==> src/rtl/sram_port_arbiter_if.sv <==
// Bus bundle between the core's IF/MEM requesters, the SRAM port arbiter and the external SRAM.
// slave: the arbiter's view; master: the core plus SRAM side.
interface sram_port_arbiter_if #(
  parameter int ADDR_W = 32,
  parameter int DATA_W = 32
);
  logic                inst_req;
  logic [ADDR_W-1:0]   inst_addr;
  logic [DATA_W-1:0]   inst_rdata;
  logic                inst_ok;
  logic                inst_stall;

  logic                data_req;
  logic [DATA_W/8-1:0] data_wen;
  logic [ADDR_W-1:0]   data_addr;
  logic [DATA_W-1:0]   data_wdata;
  logic [DATA_W-1:0]   data_rdata;
  logic                data_ok;
  logic                data_stall;

  logic                sram_en;
  logic [DATA_W/8-1:0] sram_wen;
  logic [ADDR_W-1:0]   sram_addr;
  logic [DATA_W-1:0]   sram_wdata;
  logic [DATA_W-1:0]   sram_rdata;

  modport slave (
    input  inst_req, inst_addr,
    input  data_req, data_wen, data_addr, data_wdata,
    input  sram_rdata,
    output inst_rdata, inst_ok, inst_stall,
    output data_rdata, data_ok, data_stall,
    output sram_en, sram_wen, sram_addr, sram_wdata
  );

  modport master (
    output inst_req, inst_addr,
    output data_req, data_wen, data_addr, data_wdata,
    output sram_rdata,
    input  inst_rdata, inst_ok, inst_stall,
    input  data_rdata, data_ok, data_stall,
    input  sram_en, sram_wen, sram_addr, sram_wdata
  );
endinterface

==> src/rtl/sram_port_arbiter.sv <==
// Shares one SRAM port between instruction fetch and data access: issue/response per access,
// data priority with forced alternation. Optional macro KSEG_ADDR_MAP_EN enables kseg0/1 -> physical mapping.
module sram_port_arbiter #(
  parameter int ADDR_W = 32,
  parameter int DATA_W = 32,
  parameter int CNT_W  = 16
) (
  input  logic              clk,
  input  logic              resetn,
  sram_port_arbiter_if.slave bus,
  output logic [CNT_W-1:0]  conflict_cnt
);

  typedef enum logic [2:0] {
    IDLE,
    D_ACC,
    D_RSP,
    I_ACC,
    I_RSP
  } state_t;

  state_t state, state_n;

  logic                sram_en_q;
  logic [DATA_W/8-1:0] sram_wen_q;
  logic [ADDR_W-1:0]   sram_addr_q;
  logic [DATA_W-1:0]   sram_wdata_q;

  logic                inst_ok_c;
  logic                data_ok_c;

  function automatic logic [ADDR_W-1:0] phys_addr(input logic [ADDR_W-1:0] a);
`ifdef KSEG_ADDR_MAP_EN
    return a[ADDR_W-1] ? {3'b000, a[ADDR_W-4:0]} : a;
`else
    return a;
`endif
  endfunction

  always_ff @(posedge clk or negedge resetn) begin
    if (!resetn) state <= IDLE;
    else         state <= state_n;
  end

  // A served requester is never re-granted from RSP: its req is still high there by protocol.
  always_comb begin
    state_n   = state;
    inst_ok_c = 1'b0;
    data_ok_c = 1'b0;
    unique case (state)
      IDLE: begin
        if (bus.data_req)      state_n = D_ACC;
        else if (bus.inst_req) state_n = I_ACC;
      end
      D_ACC: state_n = D_RSP;
      I_ACC: state_n = I_RSP;
      D_RSP: begin
        data_ok_c = 1'b1;
        state_n   = bus.inst_req ? I_ACC : IDLE;
      end
      I_RSP: begin
        inst_ok_c = 1'b1;
        state_n   = bus.data_req ? D_ACC : IDLE;
      end
      default: state_n = IDLE;
    endcase
  end

  always_ff @(posedge clk or negedge resetn) begin
    if (!resetn) begin
      sram_en_q    <= 1'b0;
      sram_wen_q   <= '0;
      sram_addr_q  <= '0;
      sram_wdata_q <= '0;
    end else begin
      sram_en_q    <= 1'b0;
      sram_wen_q   <= '0;
      sram_addr_q  <= '0;
      sram_wdata_q <= '0;
      if (state_n == D_ACC) begin
        sram_en_q    <= 1'b1;
        sram_wen_q   <= bus.data_wen;
        sram_addr_q  <= phys_addr(bus.data_addr);
        sram_wdata_q <= bus.data_wdata;
      end else if (state_n == I_ACC) begin
        sram_en_q    <= 1'b1;
        sram_addr_q  <= phys_addr(bus.inst_addr);
      end
    end
  end

  always_ff @(posedge clk or negedge resetn) begin
    if (!resetn) begin
      conflict_cnt <= '0;
    end else if (state == IDLE && bus.inst_req && bus.data_req && conflict_cnt != '1) begin
      conflict_cnt <= conflict_cnt + CNT_W'(1);
    end
  end

  assign bus.sram_en    = sram_en_q;
  assign bus.sram_wen   = sram_wen_q;
  assign bus.sram_addr  = sram_addr_q;
  assign bus.sram_wdata = sram_wdata_q;

  assign bus.inst_ok    = inst_ok_c;
  assign bus.data_ok    = data_ok_c;
  assign bus.inst_rdata = inst_ok_c ? bus.sram_rdata : '0;
  assign bus.data_rdata = data_ok_c ? bus.sram_rdata : '0;
  assign bus.inst_stall = bus.inst_req & ~inst_ok_c;
  assign bus.data_stall = bus.data_req & ~data_ok_c;

endmodule

==> src/flat_wrapper.sv <==
// flat-port wrapper written by rule: the top's interface ports become plain ports
module sram_port_arbiter_flat 
#(
  parameter int ADDR_W = 32,
  parameter int DATA_W = 32,
  parameter int CNT_W  = 16
)
  (clk, resetn, conflict_cnt, bus_inst_req, bus_inst_addr, bus_data_req, bus_data_wen, bus_data_addr, bus_data_wdata, bus_sram_rdata, bus_inst_rdata, bus_inst_ok, bus_inst_stall, bus_data_rdata, bus_data_ok, bus_data_stall, bus_sram_en, bus_sram_wen, bus_sram_addr, bus_sram_wdata);
  sram_port_arbiter_if #(.ADDR_W(ADDR_W), .DATA_W(DATA_W)) bus_i ();
  input  logic clk;
  input  logic resetn;
  output logic [CNT_W-1:0] conflict_cnt;
  input wire logic [$bits(bus_i.inst_req)-1:0] bus_inst_req;
  input wire logic [$bits(bus_i.inst_addr)-1:0] bus_inst_addr;
  input wire logic [$bits(bus_i.data_req)-1:0] bus_data_req;
  input wire logic [$bits(bus_i.data_wen)-1:0] bus_data_wen;
  input wire logic [$bits(bus_i.data_addr)-1:0] bus_data_addr;
  input wire logic [$bits(bus_i.data_wdata)-1:0] bus_data_wdata;
  input wire logic [$bits(bus_i.sram_rdata)-1:0] bus_sram_rdata;
  output wire logic [$bits(bus_i.inst_rdata)-1:0] bus_inst_rdata;
  output wire logic [$bits(bus_i.inst_ok)-1:0] bus_inst_ok;
  output wire logic [$bits(bus_i.inst_stall)-1:0] bus_inst_stall;
  output wire logic [$bits(bus_i.data_rdata)-1:0] bus_data_rdata;
  output wire logic [$bits(bus_i.data_ok)-1:0] bus_data_ok;
  output wire logic [$bits(bus_i.data_stall)-1:0] bus_data_stall;
  output wire logic [$bits(bus_i.sram_en)-1:0] bus_sram_en;
  output wire logic [$bits(bus_i.sram_wen)-1:0] bus_sram_wen;
  output wire logic [$bits(bus_i.sram_addr)-1:0] bus_sram_addr;
  output wire logic [$bits(bus_i.sram_wdata)-1:0] bus_sram_wdata;
  assign bus_i.inst_req = bus_inst_req;
  assign bus_i.inst_addr = bus_inst_addr;
  assign bus_i.data_req = bus_data_req;
  assign bus_i.data_wen = bus_data_wen;
  assign bus_i.data_addr = bus_data_addr;
  assign bus_i.data_wdata = bus_data_wdata;
  assign bus_i.sram_rdata = bus_sram_rdata;
  assign bus_inst_rdata = bus_i.inst_rdata;
  assign bus_inst_ok = bus_i.inst_ok;
  assign bus_inst_stall = bus_i.inst_stall;
  assign bus_data_rdata = bus_i.data_rdata;
  assign bus_data_ok = bus_i.data_ok;
  assign bus_data_stall = bus_i.data_stall;
  assign bus_sram_en = bus_i.sram_en;
  assign bus_sram_wen = bus_i.sram_wen;
  assign bus_sram_addr = bus_i.sram_addr;
  assign bus_sram_wdata = bus_i.sram_wdata;
  sram_port_arbiter #(.ADDR_W(ADDR_W), .DATA_W(DATA_W), .CNT_W(CNT_W)) u_core (.clk(clk), .resetn(resetn), .bus(bus_i), .conflict_cnt(conflict_cnt));
endmodule
==> config.mk <==
export PLATFORM = sky130hd
export DESIGN_NAME = sram_port_arbiter_flat
export DESIGN_NICKNAME = d
export VERILOG_FILES = /design/src/rtl/sram_port_arbiter_if.sv /design/src/rtl/sram_port_arbiter.sv /design/src/flat_wrapper.sv
export SDC_FILE = /design/constraint.sdc
export NUM_CORES = 1
export LEC_CHECK = 0
export ABC_CLOCK_PERIOD_IN_PS = 3500
export CORE_AREA = 8 8 111 123
export CTS_BUF_LIST = sky130_fd_sc_hd__clkbuf_8
export DETAILED_ROUTE_END_ITERATION = 6
export DIE_AREA = 0 0 119 131
export PLACE_DENSITY = 0.81
export SKIP_CTS_REPAIR_TIMING = 1
export SLEW_MARGIN = 5
export SYNTH_ARGS = -nofsm -noshare
export SYNTH_HDL_FRONTEND = slang
export SYNTH_SLANG_ARGS = --single-unit
==> constraint.sdc <==
create_clock -name clk -period 3.5 [get_ports clk]
set_clock_uncertainty 0.05 [all_clocks]
set_input_delay 0.7 -clock clk [delete_from_list [all_inputs] [get_ports clk]]
set_output_delay 0.7 -clock clk [all_outputs]
set_load 0.02 [all_outputs]
**Word level (Yosys, flattened, before mapping)**

Cells that the tools add are included.

- Register bits after elaboration: 88
- Output and inout bits: 153

- Add/subtract/negate cells: 1
- Eq/ne operators: 7
- Multiplexer cells: 15
- Bitwise operators: 4
- Reduce and logical (&&, ||, !) cells: 4

Operators with widths:

| kind | count |
|---|---|
| 32-bit two-way mux | 5 |
| 16-bit by 1-bit adder with 16-bit output, second input constant | 1 |
| 16-bit inequality test, second input constant | 1 |
| 3-bit one-hot mux with 5 select lines | 1 |
| 3-bit by 2-bit == test with 1-bit output, second input constant | 3 |
| 3-bit by 1-bit == test with 1-bit output, second input constant | 2 |
| 3-bit two-way mux | 2 |
| 1-bit two-way mux | 5 |
| 4-bit two-way mux | 1 |
| 3-bit == test, second input constant | 1 |
| 1-bit logical AND | 3 |
| 3-bit logical NOT | 1 |
| 1-bit bitwise AND | 2 |
| 2-bit two-way mux | 1 |
| 1-bit NOT | 2 |

**Logic depth before layout (Yosys ltp)**

Gate-level depths: netlist of the first run.

- Word-level depth: 6
- Depth in mapped cells: 6

**Worst setup path before layout of the first run**

OpenSTA, ideal clock, no wires.

- Path type: reg-to-output
- Start: reg u_core.state[2]
- End: out bus_data_rdata[22]
- Data arrival time: 1.500 ns
- Required time: 2.750 ns
- Setup slack: 1.250 ns
- Stages on the path, launching flop included: 6
- Cells stage by stage: dfrtp_1 inv_2 and3_1 clkbuf_1 clkbuf_1 and2_1

- Cells in the longest elaborated chain, start to end: 3

Ends and longest elaborated chain:

| item | RTL line | source |
|---|---|---|
| start: declaration | sram_port_arbiter.sv:22 | `state_t state, state_n;` |
| start signal: assignment | sram_port_arbiter.sv:42 | `else state <= state_n;` |
| 3-bit by 2-bit == test with 1-bit output | sram_port_arbiter.sv:50 | `unique case (state)` |
| 1-bit two-way mux | sram_port_arbiter.sv:50 |  |
| named net bus_data_ok | flat_wrapper.sv:24 | `output wire logic [$bits(bus_i.data_ok)-1:0] bus_data_ok;` |
| 32-bit two-way mux | sram_port_arbiter.sv:108 | `assign bus.data_rdata = data_ok_c ? bus.sram_rdata : '0;` |
| end: declaration | flat_wrapper.sv:23 | `output wire logic [$bits(bus_i.data_rdata)-1:0] bus_data_rdata;` |

The timed path passes the listed nets, and every way through them passes these cells.

**Final worst setup path of the first run**

- Start: reg u_core.state[0]
- End: out bus_data_rdata[30]

- Cells in the longest elaborated chain, start to end: 3

Ends and longest elaborated chain:

| item | RTL line |
|---|---|
| 3-bit by 2-bit == test with 1-bit output | sram_port_arbiter.sv:50 |
| 1-bit two-way mux | sram_port_arbiter.sv:50 |
| 32-bit two-way mux | sram_port_arbiter.sv:108 |

Every way passes these cells.

==> results of run 1 <==
[power by group]
| group | switching, W | internal [W] | total, W |
|---|---|---|---|
| registers | 0.000128 | 0.00128 | 0.00141 |
| clock network | 0.000349 | 0.000469 | 0.000819 |
| logic | 0.00137 | 0.00111 | 0.00248 |
[state kept, by name (all words and copies together), names as in the netlist]
signal / flops
u_core.bus.sram_wen: 4
u_core.state: 3
u_core.bus.sram_en: 1
u_core.bus.sram_addr: 32
u_core.conflict_cnt: 16
u_core.bus.sram_wdata: 32
[through the flow]
| step | util [%] | power (W) | std cells | cell area [um2] | hold WS (ns) |
|---|---|---|---|---|---|
| floorplan | - | 0.00264 | 381 | 3980 | 0.354 |
| global placement | 59.7 | 0.00389 | 804 | 7000 | 0.420 |
| detailed placement | 59.7 | 0.00393 | 804 | 7000 | 0.430 |
| CTS | 61.7 | 0.00477 | 820 | 7230 | 0.446 |
| global route | 61.7 | 0.00498 | 820 | 7230 | 0.477 |
| finish | 61.7 | 0.00471 | 820 | 7230 | 0.446 |
[worst max-delay path by stage]
stage / endpoint / depth (start not counted)
after floorplan: bus_data_rdata[22] / 5
after global placement: bus_inst_stall / 3
after detailed placement: bus_inst_rdata[17] / 3
after CTS: bus_data_rdata[14] / 5
after global routing: bus_data_rdata[23] / 5
final: bus_data_rdata[30] / 5
[worst max-delay path, cell delays in order, from the launching register on]
cell and delay, ns:
sky130_fd_sc_hd__dfrtp_1 0.48, sky130_fd_sc_hd__inv_1 0.13, sky130_fd_sc_hd__and3_1 0.17, sky130_fd_sc_hd__buf_4 0.26
sky130_fd_sc_hd__and2_1 0.17, sky130_fd_sc_hd__clkdlybuf4s50_1 0.63
[area by class of cell]
cell class	count	area share, %
Multi-Input combinational cell	262	22.8
Sequential cell	88	30.4
Tap cell	154	2.66
Clock buffer	9	1.71
Clock inverter	7	1.54
Timing Repair Buffer	296	40.7
Inverter	4	0.208
[routing by layer]
metal,vias up,global-route usage [%],wire (um)
met2,190,36.2,8530
met4,0,6.55,330
met3,21,8.25,1500
li1,1824,-,-
met5,-,0,0
met1,1845,18.8,5380
[layout by cell type, fill, tap and decap left out, types with 2 or more instances in the layout]
cell / netlist / final
sky130_fd_sc_hd__and2_1: 101 / 101
sky130_fd_sc_hd__and4_1: 2 / 2
sky130_fd_sc_hd__clkinv_2: 0 / 2
sky130_fd_sc_hd__inv_1: 3 / 4
sky130_fd_sc_hd__xor2_1: 15 / 15
sky130_fd_sc_hd__dfrtp_1: 88 / 88
sky130_fd_sc_hd__nor2b_1: 4 / 4
sky130_fd_sc_hd__nand2b_1: 2 / 2
sky130_fd_sc_hd__clkdlybuf4s50_1: 0 / 287
sky130_fd_sc_hd__and3_1: 4 / 4
sky130_fd_sc_hd__nor4_2: 4 / 4
sky130_fd_sc_hd__o21ai_2: 0 / 2
sky130_fd_sc_hd__bufinv_16: 0 / 3
sky130_fd_sc_hd__o21ai_0: 32 / 32
sky130_fd_sc_hd__clkbuf_8: 0 / 9
sky130_fd_sc_hd__buf_4: 0 / 9
sky130_fd_sc_hd__nor3_2: 8 / 8
sky130_fd_sc_hd__nor3b_2: 2 / 2
sky130_fd_sc_hd__a21oi_1: 32 / 32
sky130_fd_sc_hd__nand4_1: 4 / 4
sky130_fd_sc_hd__nand3_1: 35 / 35
sky130_fd_sc_hd__nor2_1: 3 / 3
sky130_fd_sc_hd__nand2_1: 5 / 5
[logic make-up after synthesis]
| family | share of synthesized area, % |
|---|---|
| compound gates | 8.68 |
| flops | 55.4 |
| buf+inv | 3.40 |
| mux | 0.283 |
| fa+ha+maj | 0.315 |
| simple gates | 28.7 |
| xor+xnor | 3.30 |
==> impl_results.md, run 1 <==
- Result of the run: complete, no violations
- Net total in the final layout: around 800
- Clock tree root driver cell: sky130_fd_sc_hd__clkbuf_8
- Clock network latency to the later pin of the worst-skew pair: 0.34 ns
- H-tree levels: 3
- Antenna violations before repair: 0
- Via count of the first global-routing pass: approximately 4300
- Area occupied by multi-input gates: 0.00165 mm2
- Startpoint of the worst hold path: u_core.conflict_cnt[7]
- Worst slew margin relative to its limit: 27.1%
- Most common cell in the netlist: sky130_fd_sc_hd__and2_1
- Final critical-path share of the clock period: a little over four fifths
- Worst slack at placement: 0.798 ns
- Final worst path period need: 2.93 ns
- Fraction of layout instances using a drive strength above 1: 6.76%
- Die Ht: 131 um
- Post-synth top area cell: sky130_fd_sc_hd__dfrtp_1
- Sink count of the clock tree: 88
- Worst EP required: approximately 2.8 ns
- Mean instance size in the synthesized netlist: 10.4 um2
- Max Buffers Root-to-Sink: 2
- Pin count of the biggest net entering global routing: 89
- Arrival time worst endpoint: 2.18 ns
- Worst hold path stage count: 1
- Worst vdd rail ir drop: 0.405 mV
- Number of flops mapped to enable cells by yosys: 0
- Standard-cell rows: 42
- I/O Buffers: 288
- Remaining global-route overflow: 0
- Clock slew at the register clock pins of the worst setup and hold paths: 0.08 ns
- Total nets after synthesis: slightly above 500
- Max Fanout on Critical Path: 34
- Number of library cell types mapped by synthesis: 29
- Post-synth ARST share: 100%
- Cells after Synth: between 300 and 400
- Number of max-cap violations: 0
- Sequential cell area fraction in the yosys report: 55.4%
- Max-slew violation total from the final report: 0
- Total length of routed wires: 15700 um
- Initial core utilization: 33.9%
- Nature of the critical path startpoint: register
- Flop-to-flop setup slack: 1.47 ns
- Hold Path End: u_core.conflict_cnt[7]
- FF-to-FF End: u_core.conflict_cnt[1]
- Global-route wire length before repair: about 24000 um
- Warnings from Yosys: 0
- Critical register-to-register path startpoint: u_core.state[2]
- Class of the worst hold path: reg2reg
- Fmax achieved: 341 MHz
- Final routed DRC violation total: 0
- CTS tree: yes
- Horizontal die dimension: 119 um
- Register Area: 0.00220 mm2
- Area of the mapped netlist: 0.00398 mm2
- Area of the core: 0.0117 mm2
- P_leak: 3.04 nW
- Total of flip-flops plus latches after synthesis: slightly below 90
- Routed vias: 3880
- DRT antenna net count: 0
- Setup-violating endpoint count in the final report: 0
- Number of vias per cell after detailed routing: 4.73
- N_diodes: 0
- Number of inserted filler cells in the final layout: ~950
- Final weighted congestion in routability-driven placement: 0.837
- Main area contributors after synthesis: sky130_fd_sc_hd__dfrtp_1 55%, sky130_fd_sc_hd__and2_1 16%, sky130_fd_sc_hd__nand3_1 4.4%
- Number of primary I/O pins: 289
- Pwr Density: 651 mW/mm2
- Syn-to-layout area delta: 81.8%
- Number of buffers created by CTS: 9
- Final number of hold-violating endpoints: 0
- Slew at the pin closest to its max-slew limit: 1.09 ns
- Routed length per instance: 19.2 um
- Half-perimeter wire length of the detailed placement result: 12400 um
- Fraction of synthesized cell area taken by the top area cell type: approximately 55%
- Number of violations reported at the end of detailed-routing iteration 0: 199
- Kind of end point of the critical path: output port
- Total negative setup slack: 0 ns
- Die Area: 0.0156 mm2
- Critical path launch point: u_core.state[0]
- Most used flip-flop cell after synthesis: sky130_fd_sc_hd__dfrtp_1
- Global router's overall resource usage: 19.4%
- Setup slack of the critical path after layout: 0.569 ns
- Worst R2R Path Depth: 5
- Synth cell count leaders: 101 x sky130_fd_sc_hd__and2_1, 88 x sky130_fd_sc_hd__dfrtp_1, 35 x sky130_fd_sc_hd__nand3_1, 32 x sky130_fd_sc_hd__a21oi_1, 32 x sky130_fd_sc_hd__o21ai_0
- Unrepaired setup endpoints after global routing: no
- Startpoint-to-endpoint class of the critical path: reg2out
- Iteration count of the initial detailed-routing pass: 4
Note: power is estimated with default switching activity, not from simulation.
==> run 2: changes to the inputs <==
ABC_CLOCK_PERIOD_IN_PS = 2750   (was 3500)
clock period = 2.75 ns   (was 3.5 ns; I/O delays follow)
==> impl_results.md, run 2 (synthesis gave the netlist of run 1 again) <==
- Syn-to-layout area delta: 83.9%
- Startpoint-to-endpoint class of the critical path: reg2out
- CTS tree: yes
- Initial core utilization: 33.9% (unchanged)
- Number of vias per cell after detailed routing: 4.79 (+1.3%)
- Total length of routed wires: 15800 um (+0.66%)
- DRT antenna net count: 0 (unchanged)
- Horizontal die dimension: 119 um (unchanged)
- Max Fanout on Critical Path: 34 (unchanged)
- Pwr Density: 787 mW/mm2 (+21%)
- Remaining global-route overflow: 0 (unchanged)
- P_leak: 3.68 nW (+21%)
- Clock tree root driver cell: sky130_fd_sc_hd__clkbuf_8
- Max Buffers Root-to-Sink: 2 (unchanged)
- Standard-cell rows: 42 (unchanged)
- Final critical-path share of the clock period: 96.3%
- Combinational fraction of design power: 55.3% (+2.6 points)
- Number of buffers created by CTS: 9 (unchanged)
- Routed length per instance: 19.3 um (+0.29%)
- Final worst path period need: 2.65 ns
- Area after DPL: 0.00705 mm2 (+0.68%)
- Share of total power consumed by net switching: 40.7% (+1.4 points)
- Slew at the pin closest to its max-slew limit: 0.455 ns (-0.639 ns)
- Final routed DRC violation total: 0 (unchanged)
- Worst hold slack across all endpoints: 0.0989 ns (-0.347 ns)
- Max-slew violation total from the final report: 0 (unchanged)
- Clock network latency to the later pin of the worst-skew pair: 0.34 ns (about the same)
- Most common library cell in the layout ignoring fill and taps: sky130_fd_sc_hd__clkdlybuf4s50_1
- Final number of hold-violating endpoints: 0 (unchanged)
- Number of violations reported at the end of detailed-routing iteration 0: 217 (+9.0%)
- Die Area: 0.0156 mm2 (unchanged)
- Number of primary I/O pins: 289 (unchanged)
- Share of power burned in the clock network: 13.6% (-3.8 points)
- Number of non-filler instances in the completed layout: 823 (+0.37%)
- Internal Power: 0.00342 W (+19%)
- Area of the core: 0.0117 mm2 (unchanged)
- Fraction of layout instances using a drive strength above 1: 7.34% (+0.58 points)
- Setup-violating endpoint count in the final report: 0 (unchanged)
- Result of the run: complete, no violations
- Number of max-cap violations: 0 (unchanged)
- Pin count of the biggest net entering global routing: 56 (-37%)
- Summed area of non-filler cells in the final layout: 0.00731 mm2 (+1.1%)
- Kind of end point of the critical path: output port
- Half-perimeter wire length of the detailed placement result: 12700 um (+2.4%)
- Class of the worst hold path: in2async
- Worst vdd rail ir drop: 0.713 mV (+76%)
- Fmax achieved: 377 MHz
- H-tree levels: 3 (unchanged)
- Iteration count of the initial detailed-routing pass: 4 (unchanged)
- Worst slew margin relative to its limit: 69.5% (+42 points)
- Nature of the critical path startpoint: register
- Antenna violations before repair: 1 (+1)
- Arrival time worst endpoint: 2.05 ns (-0.13 ns)
- Total chip power: 0.00576 W (+22%)
- Worst EP required: 2.15 ns (-0.60 ns)
- Sequential cell fraction of total power: 31.2% (+1.3 points)
- Die Ht: 131 um (unchanged)
- Total negative setup slack: 0 ns (unchanged)
- I/O Buffers: 288 (unchanged)
- Clock slew at the register clock pins of the worst setup and hold paths: 0.09 ns (about the same)
- Cell count after placement: 807 (+0.37%)
- Via count of the first global-routing pass: 4305 (-0.78%)
- Net total in the final layout: 801 (+0.38%)
- Routed vias: 3946 (+1.7%)
- Sink count of the clock tree: 88 (unchanged)
- Global router's overall resource usage: 19.4% (about the same)
- Final weighted congestion in routability-driven placement: 0.880 (+5.1%)
- Sw Pwr: 0.00234 W (+27%)
- Global-route wire length before repair: 23300 um (-0.88%)
- Commonest non-fill, non-tap cells in the layout: 250 x sky130_fd_sc_hd__clkdlybuf4s50_1, 101 x sky130_fd_sc_hd__and2_1, 87 x sky130_fd_sc_hd__dfrtp_1
[run 2: worst paths after layout]
kind,startpoint,endpoint,depth (start not counted),slack (ns)
worst min register to register,u_core.conflict_cnt[7],u_core.conflict_cnt[7],1,0.45
worst max register to register,u_core.conflict_cnt[0],u_core.conflict_cnt[1],5,0.78
worst min-delay path,resetn,u_core.bus.sram_wdata[22],1,0.1
min in group clk,u_core.conflict_cnt[7],u_core.conflict_cnt[7],1,0.45
worst max-delay path,u_core.state[0],bus_data_rdata[22],5,0.10
max in group asynchronous,resetn,u_core.bus.sram_wdata[1],2,1.91
[run 2: layer usage]
metal,GRT usage (%),vias up,wire (um)
li1,-,1835,-
met1,18.6,1895,5370
met2,34.9,186,8450
met3,8.85,30,1550
met4,9.01,0,474
met5,0,-,0
[run 2: final cells by class]
type / instances / area [um2]
Tap cell: 154 / 193
Sequential cell: 88 / 2200
Fill cell: 940 / 4400
Multi-Input combinational cell: 262 / 1650
Timing Repair Buffer: 299 / 3080
Clock buffer: 10 / 138
Inverter: 4 / 15.0
Antenna cell: 1 / 2.50
Clock inverter: 5 / 31.3
[run 2: worst max-delay path, cell delays in order, from the launching register on]
cell                              delay (ns)
sky130_fd_sc_hd__dfrtp_2                0.46
sky130_fd_sc_hd__inv_1                  0.10
sky130_fd_sc_hd__and3_1                 0.21
sky130_fd_sc_hd__buf_12                 0.17
sky130_fd_sc_hd__and2_1                 0.14
sky130_fd_sc_hd__clkdlybuf4s50_1        0.61
[run 2: power groups by stage]
stage | combinational (W) | sequential (W) | clock (W)
floorplan | 0.00114 | 0.00223 | 0
global placement | 0.00318 | 0.00180 | 0
detailed placement | 0.00324 | 0.00182 | 0
CTS | 0.00325 | 0.00179 | 0.000813
global route | 0.00340 | 0.00183 | 0.000861
finish | 0.00318 | 0.00179 | 0.000782
[run 2: metrics by stage]
stage | setup slack [ns] | util (%)
floorplan | 0.650 | -
global placement | 0.277 | 60.1
detailed placement | 0.294 | 60.1
CTS | -0.00260 | 61.6
global route | -0.0161 | 62.4
finish | 0.100 | 62.4
